## config.mk

```make
export PLATFORM = sky130hd
export DESIGN_NAME = controlador_dispositivo
export DESIGN_NICKNAME = d
export VERILOG_FILES = /design/src/rtl/controlador_dispositivo.sv
export SDC_FILE = /design/constraint.sdc
export NUM_CORES = 1
export LEC_CHECK = 0
export BUFFER_PORTS_ARGS = -buffer_cell sky130_fd_sc_hd__buf_2
export CAP_MARGIN = 20
export CORE_MARGIN = 5
export CORE_UTILIZATION = 54
export DETAILED_ROUTE_END_ITERATION = 12
export GPL_TIMING_DRIVEN = 1
export PLACE_DENSITY = 0.95
export SYNTH_ARGS = -nofsm -noshare
export SYNTH_HDL_FRONTEND = slang
export SYNTH_SLANG_ARGS = --single-unit
```

## constraint.sdc

```tcl
create_clock -name clock -period 6.2 [get_ports clock]
set_input_delay 0.31 -clock clock [delete_from_list [all_inputs] [get_ports clock]]
set_output_delay 0.31 -clock clock [all_outputs]
set_load 0.1 [all_outputs]
```

## src/rtl/controlador_dispositivo.sv

```systemverilog
// Memory-mapped controller for one output device: decodes CPU transactions,
// holds the device data register and a write-count status register, and forwards every transaction registered.
module controlador_dispositivo #(
  parameter int          DATA_W      = 32,
  parameter logic [31:0] DEVICE_ADDR = 32'hFFFF_FFFF,
  parameter logic [31:0] STATUS_ADDR = 32'hFFFF_FFFE
) (
  input  logic              clock,
  input  logic              reset,
  input  logic [31:0]       address_in,
  input  logic [DATA_W-1:0] data_in,
  input  logic              rw,
  output logic [DATA_W-1:0] data_out,
  output logic [DATA_W-1:0] data_device,
  output logic              rw_out,
  output logic [31:0]       address_out
);

  logic              dev_hit;
  logic              sts_hit;
  logic [DATA_W-1:0] device_reg;
  logic [DATA_W-1:0] wr_cnt;

  assign dev_hit     = (address_in == DEVICE_ADDR);
  assign sts_hit     = (address_in == STATUS_ADDR);
  assign data_device = device_reg;

  // Single registered stage: decode, update state and forward the transaction.
  always_ff @(posedge clock) begin
    if (reset) begin
      data_out    <= '0;
      device_reg  <= '0;
      wr_cnt      <= '0;
      rw_out      <= 1'b0;
      address_out <= '0;
    end else begin
      address_out <= address_in;
      rw_out      <= rw;
      data_out    <= '0;
      if (rw) begin
        if (dev_hit) begin
          device_reg <= data_in;
          wr_cnt     <= wr_cnt + 1'b1;
        end else if (sts_hit) begin
          wr_cnt <= '0;
        end
      end else begin
        // Reads return the value held before this edge.
        if (dev_hit)
          data_out <= device_reg;
        else if (sts_hit)
          data_out <= wr_cnt;
      end
    end
  end

endmodule

```

* Word-level counts from Yosys, hierarchy flattened *
Index checks and enable logic that the tools add are counted.

storage, ports and cells
  bits in registers = 129
  bits in latches = 0
  RAM bits = 0
  bits in read-only memories = 0
  input bits = 67
  output and inout bits = 97
  word-level logic and storage cells = 16
  memories = 0

cells by class
  add/sub/neg operators = 1
  multipliers = 0
  div/mod/pow operators = 0
  $lt $le $gt $ge = 0
  equal/unequal tests = 2
  shift operators = 0
  muxes and demuxes = 4
  bitwise gates (word level) = 0
  reductions and logical operators = 4

operators by type and width
  cell                   number
  $mux 32                4
  $eq 32x32->1 const B   2
  $add 32x1->32 const B  1
  $reduce_and 2->1       2
  $reduce_bool 2->1      1
  $reduce_or 2->1        1

* Logic depth before layout (Yosys ltp) *
  word-level depth = 3
  depth in mapped cells = 7
  mapped depth without buffers = 6

* Worst setup path after synthesis *
OpenSTA, ideal clock, no wires.

  path type = input -> register
  start point = input address_in[30]
  end point = register wr_cnt[17]
  setup time = 0.062 ns
  data arrival time = 2.014 ns
  data required time = 6.138 ns
  setup slack = 4.125 ns
  stages on the path = 7
  buffers on the path = 2
  cells stage by stage = nand4_1 > or4_1 > buf_2 > or3_4 > buf_6 > or3_1 > nand3_1

between the ends
  longest elaborated chain between the ends = 3
  elaborated cells between the ends (all ways) = 5
  those cells by class = eq/ne (2); mux (1); reduce/logical (2)

ends and longest elaborated chain
  item                             RTL line  RTL
  start, declared                  10        input logic [31:0] address_in,
  $eq 32x32->1 (on tied branches)  24, 25
  $reduce_bool 2->1 (no line)      n/a
  $reduce_and 2->1 (no line)       n/a
  end signal, assigned             43        wr_cnt <= wr_cnt + 1'b1;
  end, declared                    22        logic [DATA_W-1:0] wr_cnt;

Several ways; a longest one is shown, not always the timed one.
A chain may end at the register's enable or synchronous reset.

* Worst setup path after layout *
  start point = register wr_cnt[2]
  end point = register wr_cnt[29]

between the ends
  longest elaborated chain between the ends = 2

ends and longest elaborated chain
  item           RTL line  RTL
  $add 32x1->32  43
  $mux 32        41        if (dev_hit) begin

No other way between the ends.

==> metrics.md <==
| Metric | Value |
|---|---|
| Area fraction of the dominant cell type after synthesis | `0.534` |
| Initial Util | `0.555` |
| Clock-pin slew on the worst setup and hold paths | `60 ps` |
| Mapped cell area | `4840 um2` |
| Endpoint type of the worst setup path | `flip-flop` |
| Fin crit period | `2290 ps` |
| Pre-CTS setup slack | `3830 ps` |
| Worst path depth | `5` |
| CP max stage delay | `680 ps` |
| Hold Fails Final Rpt | `0` |
| I/O Pins | `164` |
| Ant diodes | `0` |
| Critical path peak fanout | `7` |
| H-tree depth | `4` |
| P_sw | `487 uW` |
| Sw Ratio | `0.234` |
| Fraction of synthesized area in multiplexers | `0.0145` |
| Cell accounting for the most synthesized area | `dfxtp_1` |
| Fillers | `606` |
| Syn_area_per_cell | `8.72 um2` |
| Clk network pwr share | `0.522` |
| Reg power frac | `0.406` |
| Final Max Slew Viols | `0` |
| Residual DRC | `0` |
| TritonRoute pass-1 iters | `6` |
| Crit path to | `wr_cnt[29]$_SDFFE_PP0P_` |
| Total Wirelength | `14300 um` |
| Status | `complete, no violations` |
| Tot Pwr | `2080 uW` |
| Post-route clock period utilization | `0.369` |
| Simple-gate share of the synthesized area | `0.257` |
| Adder-cell share of the synthesized area | `0.00259` |
| Clock Tree Root | `clkbuf_8` |
| Post-CTS Setup Bufs | `0` |
| P_leak | `0.00259 uW` |
| Final net count | `777` |
| GRT Overall Usage | `0.254` |
| Chip width | `105 um` |
| Die Height | `105 um` |
| Skew final | `7.31 ps` |
| Power Density | `325 nW/um2` |
| IO buf count | `163` |
| Crit path kind | `reg2reg` |
| Internal Power | `1590 uW` |
| Cells after synthesis | `555` |
| CP Cell Sequence | `nand4_1 -> or4b_1 -> or4_1 -> a21oi_1 -> a21o_1` |
| Initial antenna violation count | `0` |
| DR vias/cell | `5.73` |
| Fmax | `0.437 GHz` |
| Worst reg2reg endpoint | `wr_cnt[29]$_SDFFE_PP0P_` |
| Top post-synthesis cells by area | `dfxtp_1, nand2_1, a21oi_1, a22oi_1, nor2b_1` |
| Post_cts resized | `0` |
| Final setup fails | `0` |
| Ys Warns | `0` |
| Clock Tree Buf Depth | `2` |
| Final WS setup | `3910 ps` |
| Vias in the first global route | `4827` |
| Reg2Reg Depth | `5` |
| Actual slew at the worst max-slew pin | `844 ps` |
| Arrival @ worst endpoint | `2760 ps` |
| Worst r2r src | `wr_cnt[2]$_SDFFE_PP0P_` |
| Largest net degree at the start of global routing | `77` |
| Vias post-DR | `4753` |
| CP required | `6670 ps` |
| Synth Area in XOR/XNOR | `0.00905` |
| Top cell family by delay on the critical path | `simple AND/OR/NAND/NOR gates` |
| CP Buf/Inv Count | `0` |
| Most frequent cells in the layout | `buf_2, dfxtp_1, nand2_1` |
| WL/cell | `17.2 um` |
| Commonest non-fill, non-tap cell in the layout | `buf_2` |
| Hpwl dp | `9390 um` |
| TNS Setup | `0 ps` |
| Synth Area in Compound Gates | `0.142` |
| Routability congestion estimate | `0.881` |
| Hold buffer count at cts | `0` |
| CTS sink count | `129` |
| DRT iter0 DRCs | `428` |
| Layout cells sized above 1 | `0.292` |
| Post-Syn Nets | `623` |
| Largest family of logic cells by synthesized area | `simple AND/OR/NAND/NOR gates` |
| Syn-to-layout area delta | `31.8%` |
| Setup crit start kind | `flip-flop` |
| Hold Path Class | `in2reg` |
| Netlist cell types | `37` |
| Synthesis-stage register bit count | `129` |
| Rel. slew slack | `0.432` |
| Global-route wire length before repair | `23100 um` |
| Comb pwr share | `0.072` |
| Clk_lat worst skew | `520 ps` |
| DIE AREA | `11000 um2` |
| Total congestion overflow | `0` |
| FF-to-FF setup slack | `3910 ps` |
| Maxcap violations | `0` |
| RSZ-0062 raised after global routing | `no` |
| # rows | `34` |
| Post-synthesis sequential area ratio | `0.534` |
| Total CTS buffers | `17` |
| HP Start | `address_in[9]` |
| Worst VDD drop | `0.183 mV` |
| Slowest stage cell, crit path | `or4b_1` |
| Routed Antenna Nets | `0` |
| Hold slack | `15.9 ps` |
| CTS tree | `yes` |
| Critical Path Start | `wr_cnt[2]$_SDFFE_PP0P_` |
| Core area | `8720 um2` |
-- area by class of cell --
type	count	area [um2]	share of cell area
Tap cell	108	135	0.0212
Timing Repair Buffer	171	880	0.138
Sequential cell	129	2580	0.405
Multi-Input combinational cell	379	2090	0.327
Clock buffer	20	445	0.0698
Clock inverter	12	205	0.0322
Inverter	11	41.3	0.00647
-- synthesized netlist by cell type, drive strengths merged --
cell     instances
a2111oi          1
a211o            1
a21o             2
a21oi           54
a22oi           32
a31oi            3
and2             2
and3             2
and4             3
buf             12
clkbuf          24
dfxtp          129
ha               1
inv             11
mux2i            7
nand2           83
nand3           29
nand4           21
nor2            40
nor2b           32
nor3             6
nor4             8
nor4bb           1
o21ai           22
o31a             1
o31ai            1
or2              2
or3             15
or4              4
or4b             1
xnor2            1
xor2             4
-- worst reg2reg max path, cell delays in order (launching register included) --
cell	delay, ps
dfxtp_1	470
nand4_1	320
or4b_1	680
or4_1	520
a21oi_1	160
a21o_1	90
-- power groups by stage --
stage / clock network, uW / registers (uW) / logic [uW]
global route: 1130 / 844 / 156
CTS: 1090 / 843 / 149
finish: 1080 / 843 / 150
global placement: 0 / 861 / 146
detailed placement: 0 / 861 / 148
floorplan: 0 / 945 / 23.0
-- worst min-delay path by stage --
stage	end	slack, ps	depth (start not counted)
2_1_floorplan	address_out[0]$_SDFF_PP0_	390	1
3_3_place_gp	data_device[6]$_SDFFE_PP0P_	450	2
3_5_place_dp	data_device[5]$_SDFFE_PP0P_	460	2
4_1_cts	address_out[9]$_SDFF_PP0_	6	2
5_1_grt	address_out[11]$_SDFF_PP0_	20	2
6_report	address_out[9]$_SDFF_PP0_	20	2
-- per-layer routing --
layer / part of all wire / track usage / vias up
li1: - / - / 2249
met5: 0 / 0 / -
met2: 0.51 / 0.441 / 262
met1: 0.38 / 0.290 / 2187
met3: 0.081 / 0.0672 / 55
met4: 0.034 / 0.120 / 0
-- metrics by stage --
step / utilization / area [um2] / cells
finish: 0.731 / 6380 / 830
global route: 0.731 / 6380 / 830
CTS: 0.730 / 6370 / 829
detailed placement: 0.655 / 5720 / 797
global placement: 0.655 / 5720 / 797
floorplan: - / 4840 / 555
-- cell families after synthesis --
kind of cell	count (synthesis)
DFF	129
AOI/OAI and AO/OA	117
muxes	7
xor gates and xnor gates	5
buffers and inverters	47
and+or+nand+nor	249
adders and majority gates	1
-- state kept, by name, indices dropped and copies added (netlist names) --
signal / count
data_out: 32
rw_out: 1
data_device: 32
address_out: 32
wr_cnt: 32
Power figures use the tool's default switching activity.
